$ cat config.mk
export PLATFORM = sky130hd
export DESIGN_NAME = pipe_hazard_ctrl
export DESIGN_NICKNAME = d
export VERILOG_FILES = /design/src/rtl/pipe_hazard_ctrl.sv
export SDC_FILE = /design/constraint.sdc
export NUM_CORES = 1
export LEC_CHECK = 0
export CAP_MARGIN = 25
export CORE_MARGIN = 5
export CORE_UTILIZATION = 49
export DETAILED_ROUTE_END_ITERATION = 8
export GPL_ROUTABILITY_DRIVEN = 1
export GPL_TIMING_DRIVEN = 0
export PLACE_DENSITY = 0.95
export SLEW_MARGIN = 30
export SYNTH_ARGS = -nofsm -noshare
export SYNTH_HDL_FRONTEND = slang
export SYNTH_SLANG_ARGS = --single-unit
$ cat constraint.sdc
create_clock -name Clk -period 3.4 [get_ports Clk]
set_clock_uncertainty 0.15 [all_clocks]
set_input_delay 0.34 -clock Clk [delete_from_list [all_inputs] [get_ports Clk]]
set_output_delay 0.34 -clock Clk [all_outputs]
set_load 0.02 [all_outputs]
$ cat src/rtl/pipe_hazard_ctrl.sv
// Sequencing, forwarding and write-back stall control for the 8-bit shift/move pipeline.
// Enables are decoded from State and the current hazard; forwarding selects are registered.
module pipe_hazard_ctrl #(
  parameter int unsigned REG_BITS    = 3,
  parameter int unsigned FILL_CYCLES = 2,
  parameter int unsigned CNT_BITS    = 8
) (
  input  logic                Clk,
  input  logic                Reset,
  input  logic                Hold_Req,
  input  logic                Cnt_Clr,
  input  logic [REG_BITS-1:0] ID_Rs1,
  input  logic                ID_Rs1_Vld,
  input  logic [REG_BITS-1:0] ID_Rs2,
  input  logic                ID_Rs2_Vld,
  input  logic                ID_EX_RegWrite,
  input  logic [REG_BITS-1:0] ID_EX_Write_Reg_Num,
  input  logic                ID_EX_SMCtrl,
  input  logic                EX_WB_RegWrite,
  input  logic [REG_BITS-1:0] EX_WB_Write_Reg_Num,
  output logic                PC_En,
  output logic                IF_ID_En,
  output logic                ID_EX_Bubble,
  output logic                WB_En,
  output logic [1:0]          FwdCtrlA,
  output logic [1:0]          FwdCtrlB,
  output logic [1:0]          State,
  output logic [CNT_BITS-1:0] Stall_Count
);

  localparam int unsigned FILL_W = 4;
  localparam logic [FILL_W-1:0] FILL_LAST = FILL_W'(FILL_CYCLES - 1);

  typedef enum logic [1:0] {
    S_IDLE = 2'b00,
    S_FILL = 2'b01,
    S_RUN  = 2'b10,
    S_HOLD = 2'b11
  } state_t;

  state_t            state_q;
  logic [FILL_W-1:0] fill_cnt_q;

  logic run;
  logic rs1_ex_match;
  logic rs2_ex_match;
  logic rs1_wb_haz;
  logic rs2_wb_haz;
  logic wb_stall;
  logic fwd_ok;
  logic [1:0] fwd_sel;
  logic [1:0] fwd_a_d;
  logic [1:0] fwd_b_d;

  assign State = state_q;

  // Hazard and forwarding decode; the newer EX producer shadows the WB producer
  always_comb begin
    run          = (state_q == S_RUN);
    rs1_ex_match = ID_Rs1_Vld && ID_EX_RegWrite && (ID_Rs1 == ID_EX_Write_Reg_Num);
    rs2_ex_match = ID_Rs2_Vld && ID_EX_RegWrite && (ID_Rs2 == ID_EX_Write_Reg_Num);
    rs1_wb_haz   = ID_Rs1_Vld && (ID_Rs1 == EX_WB_Write_Reg_Num) && !rs1_ex_match;
    rs2_wb_haz   = ID_Rs2_Vld && (ID_Rs2 == EX_WB_Write_Reg_Num) && !rs2_ex_match;
    wb_stall     = run && EX_WB_RegWrite && (rs1_wb_haz || rs2_wb_haz);
    fwd_ok       = run && !wb_stall;
    fwd_sel      = ID_EX_SMCtrl ? 2'b10 : 2'b11;
    fwd_a_d      = (fwd_ok && rs1_ex_match) ? fwd_sel : 2'b00;
    fwd_b_d      = (fwd_ok && rs2_ex_match) ? fwd_sel : 2'b00;
  end

  // Pipeline enable decode from state and hazard
  always_comb begin
    PC_En        = 1'b0;
    IF_ID_En     = 1'b0;
    ID_EX_Bubble = 1'b1;
    WB_En        = 1'b0;
    unique case (state_q)
      S_IDLE: ;
      S_FILL: begin
        PC_En    = 1'b1;
        IF_ID_En = 1'b1;
      end
      S_RUN: begin
        PC_En        = !wb_stall;
        IF_ID_En     = !wb_stall;
        ID_EX_Bubble = wb_stall;
        WB_En        = 1'b1;
      end
      S_HOLD: WB_En = 1'b1;
      default: ;
    endcase
  end

  // State machine, fill counter, forwarding registers and stall counter
  always_ff @(posedge Clk or posedge Reset) begin
    if (Reset) begin
      state_q     <= S_IDLE;
      fill_cnt_q  <= '0;
      FwdCtrlA    <= 2'b00;
      FwdCtrlB    <= 2'b00;
      Stall_Count <= '0;
    end else begin
      FwdCtrlA <= fwd_a_d;
      FwdCtrlB <= fwd_b_d;

      unique case (state_q)
        S_IDLE: begin
          fill_cnt_q <= '0;
          state_q    <= S_FILL;
        end
        S_FILL: begin
          if (fill_cnt_q == FILL_LAST) begin
            state_q <= S_RUN;
          end else begin
            fill_cnt_q <= fill_cnt_q + FILL_W'(1);
          end
        end
        S_RUN: begin
          if (Hold_Req) state_q <= S_HOLD;
        end
        S_HOLD: begin
          if (!Hold_Req) state_q <= S_RUN;
        end
        default: state_q <= S_IDLE;
      endcase

      if (Cnt_Clr) begin
        Stall_Count <= '0;
      end else if (((state_q == S_HOLD) || wb_stall) && !(&Stall_Count)) begin
        Stall_Count <= Stall_Count + CNT_BITS'(1);
      end
    end
  end

endmodule

Word-level counts from Yosys, hierarchy flattened:

Index checks and enable logic that the tools add are counted.

* register bits after elaboration: 18
* output and inout port bits: 18

* add/sub/neg operators: 2
* equality and inequality tests: 12
* mux-type cells: 14
* reduce and logical (&&, ||, !) cells: 27

Operators by type and width (count)
* 2-to-1 mux 8 bit: 2
* logical AND 1 bit: 14
* equality test 3 bit: 4
* 2-to-1 mux 2 bit: 5
* adder 8 x 1 -> 8 bit (second input constant): 1
* != test 2 bit (second input constant): 4
* case mux 2 bit (4 select lines): 1
* case mux 4 bit (2 select lines): 1
* AND reduction 8 bit: 1
* adder 4 x 1 -> 4 bit (second input constant): 1
* equality test 2 bit (second input constant): 2
* equality test 4 x 1 -> 1 bit (second input constant): 1
* zero test 1 bit: 4
* 2-to-1 mux 4 bit: 1
* nonzero test 2 bit: 2
* 2-to-1 mux 1 bit: 3
* AND reduction 3 bit: 1
* equality test 2 x 1 -> 1 bit (second input constant): 1
* zero test 2 bit: 1
* logical OR 1 bit: 2
* case mux 1 bit (2 select lines): 1
* AND reduction 2 bit: 1
* OR reduction 2 bit: 1

Longest topological paths before layout:

Gate-level depths: netlist (run 1).

* depth in word-level cells: 10
* gate-level depth with buffers: 7
* depth with buffers taken out: 7

Worst setup path before layout (run 1):

OpenSTA, ideal clock, no wires.

* path kind: input to output
* from: input port ID_EX_Write_Reg_Num[2]
* to: output port PC_En
* arrival time: 1.760 ns
* data required time: 2.910 ns
* setup slack: 1.150 ns
* stages: 7
* cell sequence: xor2_1 nor4_4 nor2_2 o21ai_0 a21oi_1 nor2b_1 buf_4

* longest elaborated chain between the ends: 8

Ends and longest elaborated chain
* start, declared: RTL line 17 `input logic [REG_BITS-1:0] ID_EX_Write_Reg_Num,`
* equality test 3 bit, on equally long branches: RTL line 60, 61
* logical AND 1 bit, on equally long branches: RTL line 60, 61
* zero test 1 bit, on equally long branches: RTL line 62, 63
* logical AND 1 bit, on equally long branches: RTL line 62, 63
* logical OR 1 bit *: RTL line 64 `wb_stall = run && EX_WB_RegWrite && (rs1_wb_haz || rs2_wb_haz);`
* logical AND 1 bit *: RTL line 64
* zero test 1 bit *
* case mux 1 bit (2 select lines) *
* end, declared: RTL line 21 `output logic PC_En,`

Every way passes the cells marked *; elsewhere a longest branch is shown, timed or not.

Worst setup path in the final report (run 1):

* from: input port ID_EX_Write_Reg_Num[1]
* to: output port PC_En

* longest elaborated chain between the ends: 8

Ends and longest elaborated chain
* equality test 3 bit, on equally long branches: RTL line 60, 61
* logical AND 1 bit, on equally long branches: RTL line 60, 61
* zero test 1 bit, on equally long branches: RTL line 62, 63
* logical AND 1 bit, on equally long branches: RTL line 62, 63
* logical OR 1 bit *: RTL line 64
* logical AND 1 bit *: RTL line 64
* zero test 1 bit *: RTL line 84 `PC_En = !wb_stall;`
* case mux 1 bit (2 select lines) *: RTL line 77 `unique case (state_q)`

Marked as above.

==> flow_summary.ini, run 1 <==
[status]
status = complete, no violations

[power]
vdd.ir_drop.worst_mv = 0.397
finalPower_mw = 0.718
p_leak_nw = 0.715
p_per_area_mw_per_mm2 = 434

[detailed_routing]
antenna_left = 0
drtIter0Drc = 14
first_pass_iters = 4
vias_per_cell = 5.36
wl_per_cell_um = 14.8
drc = 0
routed_wl_um = 2880
vias = 1045

[cts]
cts_made_buffers = 3
cts_hold_buf = 0
htreeDepth = 1
cts_tree = yes
cts-resized-gates = 0
post_cts_buffers = 0
clk_pin_slew_ps = 100
clockRootBuffer = clkbuf_4
clockBufferDepth = 2
clock_sinks = 18
clkLatencyLatePin_ps = 290

[synthesis]
synth_area_leaders = dfrtp_1 (38%), ha_1 (7.3%), xnor2_1 (5.8%)
avgSynthCellArea_um2 = 9.75
synth_nets = 151
synth.most_common_cell = dfrtp_1
async_flop_share_pct = 100
synthCells = 123
ys_seq_area_share_pct = 37.6
netlist_area_mm2 = 0.00120
synth_common_cells = dfrtp_1 (18), nor2_1 (11), a21oi_1 (8), nand2_1 (8), xnor2_1 (8)
ys_types = 31
ys_warn_count = 0
yosys_register_bits = 18
synth_enable_flop_cells = 0
synth_top_area_share_pct = 37.6
yosysTopAreaCell = dfrtp_1
ys.flop_type = dfrtp_1

[placed_design]
hpwl_um = 2450
placed_cells = 191
globalplace.congestion = 0.837
post_dp_cell_area_mm2 = 0.00162
port_buffers = 38

[final_layout]
antenna_cells = 0
synthToLayoutAreaGrowth_pct = 37.9
layout-drive-gt1-share_pct = 7.27
fin_area_mm2 = 0.00165
stdcell_count = 195
nNetsFinal = 194

[timing]
min_period_ps = 3200
period_share_pct = 94.2
finalSetupViolCount = 0
final-max-slew-violation-count = 0
max_freq_ghz = 0.312
slew_headroom_pct = 54.3
finalSetupTns_ps = 0
worst_slew_pin_slew_ps = 685
hold_viol_final = 0
rsz0062_at_grt = false

[critical_path]
end_kind = output pin
worstPathArrival_ps = 2710
reg2reg_setup_slack_ps = 1390
worst-path-max-fanout = 3
r2r_start = Stall_Count[2]$_DFFE_PP0P_
startpoint_type = primary input
path_class = in2out
worstRegToRegCells = 6
required_ps = 2910
regToRegEndpoint = Stall_Count[5]$_DFFE_PP0P_

[global_routing]
grt_max_degree = 19
overflow = 0
antenna_found_initial = 0
grt_pass1_wl_um = 4840
grt_pass1_vias = 1090
grt_use_total_pct = 18.0

[floorplanning]
initial_core_util_pct = 49.7
design.portCount = 39
die_y_um = 59.5
core_area_mm2 = 0.00241
die_w_um = 59.5
die-area_mm2 = 0.00354
rows = 18

[worst_hold_path]
hold_class = in2async

[run]
cap_violations = 0
## routing by layer
metal | vias to the layer above | track usage [%] | share of wire [%]
met5 | - | 0 | 0
met4 | 0 | 1.94 | 0.35
met3 | 2 | 4.58 | 4.1
met2 | 19 | 35.6 | 58
met1 | 512 | 19.4 | 37
li1 | 512 | - | -
## layout make-up
type	instances	area, um2
plain buffers	2	11.3
multi-input cells	97	714
well taps	30	37.5
inverters	6	22.5
fillers	182	757
clock buffers	4	36.3
flip-flops and latches	18	450
repair buffers	38	380
## stage by stage
stage | utilization [%] | setup WS, ps | hold WS (ps)
final | 68.6 | 197 | 290
after global routing | 68.6 | 66.6 | 334
after CTS | 68.6 | 177 | 299
after detailed placement | 67.1 | 180 | 342
after global placement | 67.1 | 273 | 336
after floorplan | - | 1150 | 129
## registers in the layout (all words and copies together), names as in the netlist
signal and count:
State 2, fill_cnt_q 4, FwdCtrlA 2, Stall_Count 8, FwdCtrlB 2
## where the power goes
| part | internal [mW] | switching [mW] | total, mW |
|---|---|---|---|
| clock network | 0.0653 | 0.0627 | 0.128 |
| registers | 0.231 | 0.0205 | 0.251 |
| logic | 0.157 | 0.182 | 0.339 |
| total | 0.453 | 0.265 | 0.718 |
## logic make-up (layout without fill, tap and decap cells)
group	Yosys count	in the layout	synth area share, %
and+or+nand+nor	49	49	22.2
AOI/OAI and AO/OA	21	21	14.1
DFF	18	18	37.6
xor gates and xnor gates	13	13	9.50
buffers and inverters	8	50	2.82
adders and majority gates	7	7	7.31
muxes	7	7	6.47
## critical path, stage by stage
cell and delay [ps]:
clkdlybuf4s50_1 480, xor2_1 220, nor4_4 300, nor2_2 100, o21ai_0 280, a21oi_1 130, nor2b_1 160, buf_4 120
clkdlybuf4s50_1 580
## cells in the final DEF (no fill, tap or decap), types with 2 or more instances in the layout
| master | count |
|---|---|
| ha_1 | 7 |
| and3_1 | 2 |
| nor2b_1 | 7 |
| nand2_1 | 8 |
| clkbuf_4 | 3 |
| nand4_1 | 4 |
| a21oi_1 | 8 |
| dfrtp_1 | 18 |
| o21ai_0 | 5 |
| xnor2_1 | 8 |
| mux2_1 | 6 |
| nor2_1 | 11 |
| nor3_1 | 2 |
| clkdlybuf4s50_1 | 38 |
| o211ai_1 | 2 |
| inv_1 | 6 |
| xor2_1 | 5 |
| nand3_1 | 7 |
| and2_1 | 3 |
## worst max path at each step
stage,slack (ps),endpoint,startpoint
after floorplan,1150,PC_En,ID_EX_Write_Reg_Num[2]
after global routing,70,PC_En,ID_EX_Write_Reg_Num[1]
after global placement,270,PC_En,ID_Rs1[2]
after CTS,180,PC_En,ID_EX_Write_Reg_Num[1]
final,200,PC_En,ID_EX_Write_Reg_Num[1]
after detailed placement,180,PC_En,ID_EX_Write_Reg_Num[1]
Power figures use the tool's default switching activity.
==> run 2: changes to the inputs <==
--- a/config.mk
+++ b/config.mk
@@ -12,6 +12,7 @@
 export GPL_ROUTABILITY_DRIVEN = 1
 export GPL_TIMING_DRIVEN = 0
 export PLACE_DENSITY = 0.95
+export RECOVER_POWER = 100
 export SLEW_MARGIN = 30
 export SYNTH_ARGS = -nofsm -noshare
 export SYNTH_HDL_FRONTEND = slang
==> run 2 against run 1 <==
Via count increased by 0.29%. Die area unchanged. Register-to-register slack got worse by 160 ps. Global-route usage is the same. Total power decreased by 2.7%. Sequential share of layout area grew 0.33 points. Critical path depth unchanged. First-iteration DRC count decreased by 21%. Cell area is 1.2% lower. Combinational power fell by 6%. Setup slack improved by 32 ps. Wire length is essentially flat. Largest cell class unchanged. Highest routed layer unchanged.
==> flow_summary.ini, run 2 (synthesized netlist as in run 1, its figures left out) <==
[timing]
hold_viol_final = 0
rsz0062_at_grt = false
min_period_ps = 3170
final-max-slew-violation-count = 0
slew_headroom_pct = 54.5
timing.final.ws_setup_ps = 229
worst_slew_pin_slew_ps = 681
finalSetupViolCount = 0
max_freq_ghz = 0.315
period_share_pct = 93.3
finalSetupTns_ps = 0

[floorplanning]
design.portCount = 39
die-area_mm2 = 0.00354
die_w_um = 59.5
rows = 18
core_area_mm2 = 0.00241
die_y_um = 59.5
initial_core_util_pct = 49.7

[global_routing]
grt_pass1_wl_um = 4840
antenna_found_initial = 0
overflow = 0
grt_max_degree = 19
grt_use_total_pct = 18.0
grt_pass1_vias = 1090

[cts]
clk_pin_slew_ps = 100
cts_tree = yes
clockBufferDepth = 2
post_cts_buffers = 0
cts_made_buffers = 3
htreeDepth = 1
clock_sinks = 18
clkLatencyLatePin_ps = 290
clockRootBuffer = clkbuf_4
cts-resized-gates = 0
cts_hold_buf = 0

[final_layout]
layout-drive-gt1-share_pct = 6.06
top_regs = Stall_Count: 8 flops, fill_cnt_q: 4 flops
antenna_cells = 0
n_fill_cell = 186
nNetsFinal = 194
largest_reg_flops = 8
seq_area_um2 = 450
regMostFlops = Stall_Count
synthToLayoutAreaGrowth_pct = 36.2
layout_common_cells = clkdlybuf4s50_1 (20), dfrtp_1 (18), dlygate4sd3_1 (18)
layout_commonest_cell = clkdlybuf4s50_1
multi_input_area_um2 = 694

[detailed_routing]
wl_per_cell_um = 14.8
vias_per_cell = 5.37
drc = 0
vias = 1048
antenna_left = 0
routed_wl_um = 2880
drtIter0Drc = 11
first_pass_iters = 4

[critical_path]
path_class = in2out
reg2reg_setup_slack_ps = 1230
startpoint_type = primary input
worstRegToRegCells = 6
worst-path-max-fanout = 3
worstPathArrival_ps = 2680
r2r_start = Stall_Count[2]$_DFFE_PP0P_
required_ps = 2910
regToRegEndpoint = Stall_Count[5]$_DFFE_PP0P_
end_kind = output pin

[worst_hold_path]
hold_class = reg2reg
min-delay-start = fill_cnt_q[3]$_DFFE_PP0P_
holdPathStages = 1
min_to = fill_cnt_q[3]$_DFFE_PP0P_

[run]
cap_violations = 0

[power]
p_leak_nw = 0.753
p_per_area_mw_per_mm2 = 428
vdd.ir_drop.worst_mv = 0.398
finalPower_mw = 0.698

[placed_design]
hpwl_um = 2450
globalplace.congestion = 0.837
port_buffers = 38
dpl_worst_slack_ps = 180

[status]
status = complete, no violations
==> run 2: cell types whose count changed in the layout (fill, tap and decap cells not counted) <==
cell	change
nor2_2	-1
dlygate4sd3_1	+18
and2_1	-1
o2111ai_4	-1
and2_0	+1
nor2_1	+1
clkdlybuf4s50_1	-18
o2111ai_1	+1
==> run 2: worst max-delay path by stage <==
stage                                 from     to  cells after the start
floorplan           ID_EX_Write_Reg_Num[2]  PC_En                      7
global placement                 ID_Rs1[2]  PC_En                      9
detailed placement  ID_EX_Write_Reg_Num[1]  PC_En                      9
CTS                 ID_EX_Write_Reg_Num[1]  PC_En                      9
global route        ID_EX_Write_Reg_Num[1]  PC_En                      9
finish              ID_EX_Write_Reg_Num[1]  PC_En                      9
==> run 2: routing by layer <==
layer,routed length [um],share of wire (%),track usage [%],up-vias
met2,1670,58,35.6,18
met1,1090,38,19.4,513
met4,10,0.35,1.94,0
met3,111,3.9,4.58,2
li1,-,-,-,515
met5,0,0,0,-
==> run 2: report_power, final <==
| part | total [mW] | internal, mW | switching (mW) |
|---|---|---|---|
| Clock | 0.129 | 0.0653 | 0.0633 |
| Sequential | 0.250 | 0.231 | 0.0194 |
| Combinational | 0.320 | 0.143 | 0.177 |
==> run 2: cell type report <==
type                    instances  share of cell area [%]
plain buffers                   2                   0.690
clock buffers                   4                    2.22
inverters                       6                    1.38
multi-input cells              97                    42.5
flip-flops and latches         18                    27.6
well taps                      30                    2.30
repair buffers                 38                    23.3
==> run 2: stage by stage <==
stage / utilization [%] / hold WS, ps / area (um2) / instances
4_1_cts: 68.6 / 299 / 1650 / 195
5_1_grt: 67.8 / 370 / 1630 / 195
6_report: 67.8 / 354 / 1630 / 195
3_5_place_dp: 67.1 / 342 / 1620 / 191
2_1_floorplan: - / 129 / 1200 / 123
3_3_place_gp: 67.1 / 336 / 1620 / 191
==> run 2: worst max-delay path, stage by stage <==
cell	delay (ps)
clkdlybuf4s50_1	480
xor2_1	220
nor4_4	280
nor2_1	110
o21ai_0	280
a21oi_1	130
nor2b_1	140
buf_4	120
clkdlybuf4s50_1	580
==> run 3: changes to the inputs <==
--- a/config.mk
+++ b/config.mk
@@ -6,8 +6,10 @@
 export NUM_CORES = 1
 export LEC_CHECK = 0
 export CAP_MARGIN = 25
-export CORE_MARGIN = 5
-export CORE_UTILIZATION = 49
+export CELL_PAD_IN_SITES_DETAIL_PLACEMENT = 0
+export CELL_PAD_IN_SITES_GLOBAL_PLACEMENT = 2
+export CORE_MARGIN = 4
+export CORE_UTILIZATION = 29
 export DETAILED_ROUTE_END_ITERATION = 8
 export GPL_ROUTABILITY_DRIVEN = 1
 export GPL_TIMING_DRIVEN = 0
==> run 3 against run 2 <==
Global-route usage decreased by 7.3 points. Setup slack better by 75 ps. Non-clock buffer count did not move. Register-to-register slack improved by 40 ps. Die area increased by 48%. Total power grew 1.9%. Cell count grew 9.7%. Largest cell class unchanged.
==> flow_summary.ini, run 3 (synthesized netlist as in run 1, its figures left out) <==
[detailed_routing]
vias_per_cell = 4.73
vias = 1012
routed_wl_um = 2740
first_pass_iters = 4
drc = 0
drtIter0Drc = 31
wl_per_cell_um = 12.8
antenna_left = 0

[timing]
finalSetupTns_ps = 0
slew_headroom_pct = 54.5
hold_viol_final = 0
timing.final.ws_setup_ps = 304
period_share_pct = 91.1
max_freq_ghz = 0.323
final-max-slew-violation-count = 0
min_period_ps = 3100
finalSetupViolCount = 0
worst_slew_pin_slew_ps = 682
rsz0062_at_grt = false

[power]
vdd.ir_drop.worst_mv = 0.204
finalPower_mw = 0.712
p_per_area_mw_per_mm2 = 428
p_leak_nw = 0.753

[floorplanning]
design.portCount = 39
die-area_mm2 = 0.00523
core_area_mm2 = 0.00400
initial_core_util_pct = 30.0
rows = 23
die_y_um = 72.3
die_w_um = 72.3

[cts]
clock_sinks = 18
post_cts_buffers = 0
clockRootBuffer = clkbuf_8
cts_made_buffers = 3
clockBufferDepth = 2
cts_tree = yes
clk_pin_slew_ps = 60
clkLatencyLatePin_ps = 250
htreeDepth = 1
cts_hold_buf = 0
cts-resized-gates = 0

[critical_path]
crit_chain = clkdlybuf4s50_1, xor2_1, nor4_4, nor2_1, o21ai_1, a21oi_1, nor2b_1, buf_4, clkdlybuf4s50_1
required_ps = 2910
r2r_start = Stall_Count[2]$_DFFE_PP0P_
crit_path_start = ID_EX_Write_Reg_Num[2]
slowest_stage = clkdlybuf4s50_1
path_class = in2out
cp_common_cell = clkdlybuf4s50_1
max_stage_delay_ps = 590
startpoint_type = primary input
worst-path-max-fanout = 3
worstPathArrival_ps = 2610
end_kind = output pin

[final_layout]
largest_reg_flops = 8
top_regs = Stall_Count: 8 flops, fill_cnt_q: 4 flops
antenna_cells = 0
postLayoutCoreUtil_pct = 41.6
layout_common_cells = clkdlybuf4s50_1 (20), dfrtp_1 (18), dlygate4sd3_1 (18)
regMostFlops = Stall_Count
layout-drive-gt1-share_pct = 5.49
fin_area_mm2 = 0.00166
nNetsFinal = 194
synthToLayoutAreaGrowth_pct = 38.7
layout_commonest_cell = clkdlybuf4s50_1

[global_routing]
met3_usage_pct = 2.91
grt_use_total_pct = 10.7
use_met2_pct = 20.7
met1_usage_pct = 11.8
grt_pass1_vias = 1011
antenna_found_initial = 0
overflow = 0
busiest_layer = met2
grt_max_degree = 19
grt_pass1_wl_um = 4430

[placed_design]
port_buffers = 38
globalplace.congestion = 0.782
dpl_worst_slack_ps = 169
hpwl_um = 2300
post_dp_cell_area_mm2 = 0.00164

[worst_hold_path]
hold_class = reg2reg
min-delay-start = fill_cnt_q[3]$_DFFE_PP0P_

[run]
cap_violations = 0

[status]
status = complete, no violations
-- run 3: cell count changes in the layout (fill, tap and decap cells not counted), sizes merged --
cell	change
clkbuf	-1
-- run 3: through the flow --
| step | cells | hold slack, ps |
|---|---|---|
| 6_report | 214 | 369 |
| 5_1_grt | 214 | 403 |
| 4_1_cts | 214 | 379 |
| 3_5_place_dp | 211 | 378 |
| 3_3_place_gp | 211 | 335 |
| 2_1_floorplan | 123 | 129 |
-- run 3: worst max-delay path: cells and delay by family --
family / cells / cell delay (ps)
AOI/OAI and AO/OA: 2 / 290
and+or+nand+nor: 3 / 580
buffers and inverters: 3 / 1170
xor gates and xnor gates: 1 / 210
-- run 3: worst paths after layout --
kind,end,slack (ps),cells past startpoint
hold reg to reg,fill_cnt_q[3]$_DFFE_PP0P_,370,1
max in group asynchronous,State[0]$_DFFE_PP0P_,2190,2
hold / removal,fill_cnt_q[3]$_DFFE_PP0P_,370,1
setup reg to reg,Stall_Count[6]$_DFFE_PP0P_,1270,6
min in group asynchronous,Stall_Count[4]$_DFFE_PP0P_,480,2
setup / recovery,PC_En,300,9
-- run 3: final cells by class --
class	count	area, um2
fillers	407	2340
multi-input cells	97	694
flip-flops and latches	18	450
repair buffers	38	380
well taps	50	62.6
clock buffers	3	41.3
inverters	6	22.5
plain buffers	2	11.3
-- run 3: layer usage --
metal	share of wire (%)	wire length (um)
met4	0	0
met3	4.0	109
met1	40	1110
met5	0	0
met2	55	1520
-- run 3: where the power goes --
group | leakage, nW | total [mW] | internal [mW] | switching [mW]
Clock | 0.0216 | 0.144 | 0.0786 | 0.0653
Combinational | 0.489 | 0.318 | 0.143 | 0.175
Sequential | 0.243 | 0.250 | 0.231 | 0.0192
Total | 0.753 | 0.712 | 0.453 | 0.259
